### config.mk
export PLATFORM = sky130hd
export DESIGN_NAME = lcd_hd44780_writer
export DESIGN_NICKNAME = d
export VERILOG_FILES = /design/src/rtl/lcd_hd44780_writer.sv
export SDC_FILE = /design/constraint.sdc
export NUM_CORES = 1
export LEC_CHECK = 0
export ABC_AREA = 1
export CORE_UTILIZATION = 52
export CTS_CLUSTER_SIZE = 24
export DETAILED_ROUTE_END_ITERATION = 12
export PLACE_DENSITY = 0.79
export SETUP_SLACK_MARGIN = 0.1
export SLEW_MARGIN = 10
export SYNTH_ARGS = -nofsm -noshare
export SYNTH_HDL_FRONTEND = slang
export SYNTH_SLANG_ARGS = --single-unit
### constraint.sdc
create_clock -name clock_in -period 1.72 [get_ports clock_in]
set_input_delay 0.344 -clock clock_in [delete_from_list [all_inputs] [get_ports clock_in]]
set_output_delay 0.344 -clock clock_in [all_outputs]
set_load 0.03 [all_outputs]
### src/rtl/lcd_hd44780_writer.sv
// Write-only HD44780 bus engine: power-up init sequence, then single
// command/data bytes over valid/ready, each strobed onto the panel with
// setup, enable-pulse, hold and execution-wait timing from one shared counter.
module lcd_hd44780_writer #(
  parameter int POWERUP_CYC  = 2_000_000,
  parameter int SETUP_CYC    = 2,
  parameter int EN_PULSE_CYC = 25,
  parameter int HOLD_CYC     = 2,
  parameter int CMD_WAIT_CYC = 2_500,
  parameter int CLR_WAIT_CYC = 100_000
) (
  input  logic       clock_in,
  input  logic       reset,
  input  logic       wr_valid,
  input  logic       wr_rs,
  input  logic [7:0] wr_data,
  output logic       wr_ready,
  output logic       init_done,
  output logic [7:0] LCD_DATA,
  output logic       LCD_RS,
  output logic       LCD_RW,
  output logic       LCD_EN
);

  function automatic int max2(input int a, input int b);
    return (a > b) ? a : b;
  endfunction

  localparam int MAX_CYC = max2(max2(max2(POWERUP_CYC, SETUP_CYC),
                                     max2(EN_PULSE_CYC, HOLD_CYC)),
                                max2(CMD_WAIT_CYC, CLR_WAIT_CYC));
  localparam int CW = $clog2(MAX_CYC) + 1;

  // Counter reload values: the counter runs N-1 .. 0, so each phase lasts N cycles.
  localparam logic [CW-1:0] PWR_LD   = CW'(POWERUP_CYC - 1);
  localparam logic [CW-1:0] SETUP_LD = CW'(SETUP_CYC - 1);
  localparam logic [CW-1:0] PULSE_LD = CW'(EN_PULSE_CYC - 1);
  localparam logic [CW-1:0] HOLD_LD  = CW'(HOLD_CYC - 1);
  localparam logic [CW-1:0] CMD_LD   = CW'(CMD_WAIT_CYC - 1);
  localparam logic [CW-1:0] CLR_LD   = CW'(CLR_WAIT_CYC - 1);

  localparam logic [2:0] ROM_LAST = 3'd5;

  typedef enum logic [2:0] {
    ST_POWERUP,
    ST_SETUP,
    ST_PULSE,
    ST_HOLD,
    ST_WAIT,
    ST_IDLE
  } state_t;

  // Byte currently presented on the panel bus.
  typedef struct packed {
    logic       rs;
    logic [7:0] data;
  } lcd_byte_t;

  // Init sequence: function set x3, display on, clear, entry mode.
  function automatic logic [7:0] rom_byte(input logic [2:0] idx);
    case (idx)
      3'd0, 3'd1, 3'd2: rom_byte = 8'h38;
      3'd3:             rom_byte = 8'h0C;
      3'd4:             rom_byte = 8'h01;
      3'd5:             rom_byte = 8'h06;
      default:          rom_byte = 8'h00;
    endcase
  endfunction

  state_t          state_q, state_n;
  logic [CW-1:0]   cnt_q, cnt_n;
  logic [2:0]      rom_idx_q, rom_idx_n;
  lcd_byte_t       bus_q, bus_n;
  logic            en_q, en_n;
  logic            ready_q, ready_n;
  logic            done_q, done_n;
  logic            cnt_zero;
  logic            is_clr;

  assign cnt_zero = (cnt_q == '0);
  // Clear display and return home need the long execution wait.
  assign is_clr   = !bus_q.rs && ((bus_q.data == 8'h01) || (bus_q.data == 8'h02));

  // State and registered outputs; reset drops EN immediately and restarts init.
  always_ff @(posedge clock_in or posedge reset) begin
    if (reset) begin
      state_q   <= ST_POWERUP;
      cnt_q     <= PWR_LD;
      rom_idx_q <= '0;
      bus_q     <= '0;
      en_q      <= 1'b0;
      ready_q   <= 1'b0;
      done_q    <= 1'b0;
    end else begin
      state_q   <= state_n;
      cnt_q     <= cnt_n;
      rom_idx_q <= rom_idx_n;
      bus_q     <= bus_n;
      en_q      <= en_n;
      ready_q   <= ready_n;
      done_q    <= done_n;
    end
  end

  // Next-state, counter reloads and next output values.
  always_comb begin
    state_n   = state_q;
    cnt_n     = cnt_q;
    rom_idx_n = rom_idx_q;
    bus_n     = bus_q;
    en_n      = en_q;
    ready_n   = ready_q;
    done_n    = done_q;
    case (state_q)
      ST_POWERUP: begin
        if (cnt_zero) begin
          state_n    = ST_SETUP;
          cnt_n      = SETUP_LD;
          rom_idx_n  = '0;
          bus_n.rs   = 1'b0;
          bus_n.data = rom_byte(3'd0);
        end else begin
          cnt_n = cnt_q - CW'(1);
        end
      end
      ST_SETUP: begin
        if (cnt_zero) begin
          state_n = ST_PULSE;
          cnt_n   = PULSE_LD;
          en_n    = 1'b1;
        end else begin
          cnt_n = cnt_q - CW'(1);
        end
      end
      ST_PULSE: begin
        if (cnt_zero) begin
          state_n = ST_HOLD;
          cnt_n   = HOLD_LD;
          en_n    = 1'b0;
        end else begin
          cnt_n = cnt_q - CW'(1);
        end
      end
      ST_HOLD: begin
        if (cnt_zero) begin
          state_n = ST_WAIT;
          cnt_n   = is_clr ? CLR_LD : CMD_LD;
        end else begin
          cnt_n = cnt_q - CW'(1);
        end
      end
      ST_WAIT: begin
        if (!cnt_zero) begin
          cnt_n = cnt_q - CW'(1);
        end else if (done_q || (rom_idx_q == ROM_LAST)) begin
          // Normal write finished, or the last init byte: open for upstream.
          state_n = ST_IDLE;
          ready_n = 1'b1;
          done_n  = 1'b1;
        end else begin
          // Chain straight into the next init byte without an idle cycle.
          state_n    = ST_SETUP;
          cnt_n      = SETUP_LD;
          rom_idx_n  = rom_idx_q + 3'd1;
          bus_n.rs   = 1'b0;
          bus_n.data = rom_byte(rom_idx_q + 3'd1);
        end
      end
      ST_IDLE: begin
        if (wr_valid && ready_q) begin
          state_n    = ST_SETUP;
          cnt_n      = SETUP_LD;
          ready_n    = 1'b0;
          bus_n.rs   = wr_rs;
          bus_n.data = wr_data;
        end
      end
      default: begin
        state_n = ST_POWERUP;
        cnt_n   = PWR_LD;
      end
    endcase
  end

  assign wr_ready  = ready_q;
  assign init_done = done_q;
  assign LCD_DATA  = bus_q.data;
  assign LCD_RS    = bus_q.rs;
  assign LCD_RW    = 1'b0;
  assign LCD_EN    = en_q;

endmodule

==> summary.md, run 1 <==
| Metric | Value |
|---|---|
| Crit end category | register |
| Final GP Congestion | approximately 0.94 |
| Filler Cell Count | roughly 410 |
| YS warnings | 0 |
| Top_reg_cell synth | dfrtp_1 |
| Main combinational cell family by area after synthesis | simple AND/OR/NAND/NOR gates |
| CTS Root Cell | clkbuf_8 |
| CP Max Fanout | 6 |
| Post-synthesis mux area share | 0% |
| M1 WL | around 3100 µm |
| # H-tree levels | 2 |
| Metal3 WL | between 500 and 600 µm |
| Slew Limit Fails | 0 |
| Worst path max stage delay | 0.45 ns |
| Post-DP HPWL | 4980 µm |
| R2r worst-path depth | 9 |
| Core area | ~0.005 mm² |
| Crit path time final | between 1.5 and 2 ns |
| Internal power | about 0.0015 W |
| EDFF count, synth | 0 |
| FMAX | roughly 600 MHz |
| Total number of vias | ~2800 |
| Yosys top cell by area | dfrtp_1 |
| Die H | roughly 75 µm |
| Max VDD drop | between 0.3 and 0.4 mV |
| Mapped Cells | 370 |
| Metal2 WL | 4000 µm |
| HP Class | primary input to asynchronous set/reset pin |
| Clock buffer depth | 2 |
| Top post-synthesis cells by area | dfrtp_1 24%, nand2_1 13%, dfstp_2 12%, nand3_1 6.5%, nor2_1 5.2% |
| Combinational share of power | under 10% |
| Share of layout cells above drive strength 1 | approximately 36% |
| Syn avg cell area | 7.55 µm² |
| Setup Viol. Count Final | 0 |
| Seq pwr share | about half |
| Most frequent cell after synthesis | nand2_1 |
| Uppermost routed layer | met4 |
| Remaining Overflow, GRT | 0 |
| Total GRT Usage | a little over a quarter |
| CTS Hold Buffers Added | 0 |
| Final Util | a little over 70% |
| Final ANT Viol Nets | 0 |
| Leak pwr | approximately 1.7 nW |
| Top cells by count, synth | 94 x nand2_1, 39 x nor2_1, 36 x nand3_1 |
| Nets | around 450 |
| Crit path DAT | 1.90 ns |
| NetSw | roughly 0.00038 W |
| Largest net degree at the start of global routing | 41 |
| Antenna violations before repair | 0 |
| Die Width | approximately 75 µm |
| CP Class | register to register |
| Crit start category | register |
| Power Density | 500 mW/mm² |
| Status | complete, no violations |
| Max Cap Viol | 0 |
| Share of Yosys cell area claimed by the top area cell type | 24.2% |
| CTS tree | yes |
| Clk_lat worst skew | about 0.31 ns |
| XOR/XNOR share of the synthesized area | between 2 and 3% |
| Worst path cell trace | nor2_4 -> nand2_4 -> nor2_4 -> nand3_4 -> nor2_4 -> nor2_4 -> buf_6 -> nor2_1 -> a21oi_1 |
| Die area | roughly 0.0057 mm² |
| Post-synthesis simple-gate area fraction | 39.6% |
| PortBufs | 23 |
| Num CTS Buffers | 5 |
| Final Hold Vio Count | 0 |
| Number of distinct library cells after synthesis | 38 |
| Antenna cells | 0 |
| I/O Pins | 25 |
| Register bit total from synthesis | 40 |
| First-pass GRT wire length | 11400 µm |
| Number of DRC markers in iteration 0 | a little over 300 |
| Power share of the clock group | 46.5% |
| Vias in the first global route | 2533 |
| Crit-path most repeated cell | nor2_4 |
| CTS clock-pin slew for the worst setup and hold paths | ~0.08 ns |
| TNS Setup | 0 ns |
| Syn_nets | just under 400 |
| Starting Density | between 50% and 60% |
| Clock Skew | ~0.0065 ns |
| Via density | around 5.5 |
| Mapped Area | roughly 0.0028 mm² |
| First-pass DRT Iterations | 5 |
| Synth Area in Adders | between 3 and 4% |
| Row Count | 26 |
| Worst path required time | 1.94 ns |
| Switch share | about a fifth |
| RSZ-0062 raised after global routing | true |
| Clk sinks | 40 |
| Compound-gate portion of the synthesized area | roughly 10% |
| Final period utilization | 97.5% |
| Seq/Total Area, Yosys | 36.4% |
| P&R area growth vs syn | 33.3% |
| Remaining DRCs | 0 |
| Fraction of registers with async set/reset | 100% |
| Crit-path slowest cell | dfrtp_2 |
| DRT Wirelength | between 7000 and 8000 µm |
| DR WL/cell | 15.6 µm |
registers in the layout (all words and copies together) (netlist names):
register,count
LCD_DATA,8
LCD_EN,1
LCD_RS,1
cnt_q,22
init_done,1
rom_idx_q,3
state_q,3
wr_ready,1
worst max-delay path: cells and delay by family, from the launching register on:
kind	cells	cell delay (ns)
compound gates	1	0.05
buf+inv	1	0.14
simple gates	7	0.96
flops	1	0.45
power groups by stage:
stage               logic [W]  clock network [W]  registers [W]
floorplan           0.0000219                  0       0.000959
finish              0.0000561           0.000865       0.000941
detailed placement  0.0000570                  0       0.000959
global placement    0.0000567                  0       0.000959
CTS                 0.0000570           0.000873       0.000941
global route        0.0000624           0.000907       0.000941
through the flow:
step / hold slack [ns] / total power, W / setup slack (ns) / std cells / cell area [µm²]
2_1_floorplan: 0.470 / 0.000980 / 0.128 / 370 / 2800
3_3_place_gp: 0.477 / 0.00102 / 0.00841 / 471 / 3170
3_5_place_dp: 0.480 / 0.00102 / -0.0329 / 471 / 3170
4_1_cts: 0.397 / 0.00187 / 0.0915 / 487 / 3400
5_1_grt: 0.413 / 0.00191 / -0.0188 / 501 / 3720
6_report: 0.378 / 0.00186 / 0.0435 / 501 / 3720
layout make-up:
cell class	count	area [µm²]	share of cell area (%)
Multi-Input combinational cell	283	1790	48.1
Sequential cell	40	1030	27.6
Timing Repair Buffer	59	517	13.9
Inverter	40	168	4.50
Clock buffer	7	96.3	2.59
Tap cell	70	87.6	2.35
Clock inverter	1	30.0	0.807
Timing Repair inverter	1	8.76	0.235
per-layer routing:
metal	vias up	track usage, %
met2	120	46.8
met1	1321	33.3
met4	0	10.1
met3	20	6.43
li1	1309	-
met5	-	0
path summary, 6_finish.rpt:
path	endpoint	slack, ns	startpoint
max reg2reg	cnt_q[15]$_DFFE_PP1P_	0.04	cnt_q[7]$_DFFE_PP0P_
min reg2reg	LCD_EN$_DFFE_PP0P_	0.50	LCD_EN$_DFFE_PP0P_
min	cnt_q[14]$_DFFE_PP0P_	0.38	reset
max	cnt_q[15]$_DFFE_PP1P_	0.04	cnt_q[7]$_DFFE_PP0P_
max in group asynchronous	cnt_q[4]$_DFFE_PP1P_	1.07	reset
min in group clock_in	LCD_EN$_DFFE_PP0P_	0.50	LCD_EN$_DFFE_PP0P_
kinds of logic (layout without fill, tap and decap cells):
logic type      count (synthesis)  after routing
simple gates                  220            220
flops                          40             40
fa+ha+maj                       7              7
other cells                     1              1
buf+inv                        47            108
compound gates                 46             46
xor+xnor                        9              9
cells in the final DEF (no fill, tap or decap), types with 2 or more instances in the layout:
| master | netlist | layout |
|---|---|---|
| nand2_1 | 94 | 87 |
| inv_1 | 35 | 32 |
| nor2_1 | 39 | 32 |
| nand3_1 | 36 | 31 |
| buf_4 | 2 | 30 |
| dfrtp_1 | 27 | 20 |
| nor2_4 | 7 | 16 |
| dfstp_2 | 13 | 13 |
| nand2_2 | 11 | 12 |
| dlygate4sd2_1 | 0 | 12 |
| o21ai_1 | 10 | 11 |
| clkdlybuf4s50_1 | 0 | 11 |
| o21ai_2 | 6 | 9 |
| nor2_2 | 10 | 8 |
| o21ai_0 | 12 | 8 |
| xor2_1 | 7 | 7 |
| clkbuf_8 | 0 | 7 |
| dfrtp_2 | 0 | 7 |
| nand2_4 | 1 | 6 |
| a21oi_1 | 11 | 6 |
| inv_2 | 4 | 5 |
| nand3_2 | 0 | 5 |
| nor3_1 | 7 | 5 |
| buf_6 | 2 | 5 |
| nand4_1 | 4 | 4 |
| a21oi_2 | 0 | 4 |
| ha_1 | 7 | 4 |
| nor2_8 | 3 | 3 |
| or2_2 | 3 | 3 |
| nand3_4 | 2 | 2 |
| inv_8 | 0 | 2 |
| nor3_2 | 0 | 2 |
| o31ai_1 | 2 | 2 |
| ha_4 | 0 | 2 |
timing repair:
action,4_1_cts,5_1_grt
cloned,2,0
buffers inserted,6,14
resized for setup,35,57
pin swaps,5,19
setup endpoints to repair,43,38
Note: power is estimated with default switching activity, not from simulation.
==> run 2, diff against run 1 <==
Settings changed: CTS_CLUSTER_DIAMETER from default to 200.
==> results of run 2 <==
Same layout as run 1: the final DEF is identical, and so are final timing and power.
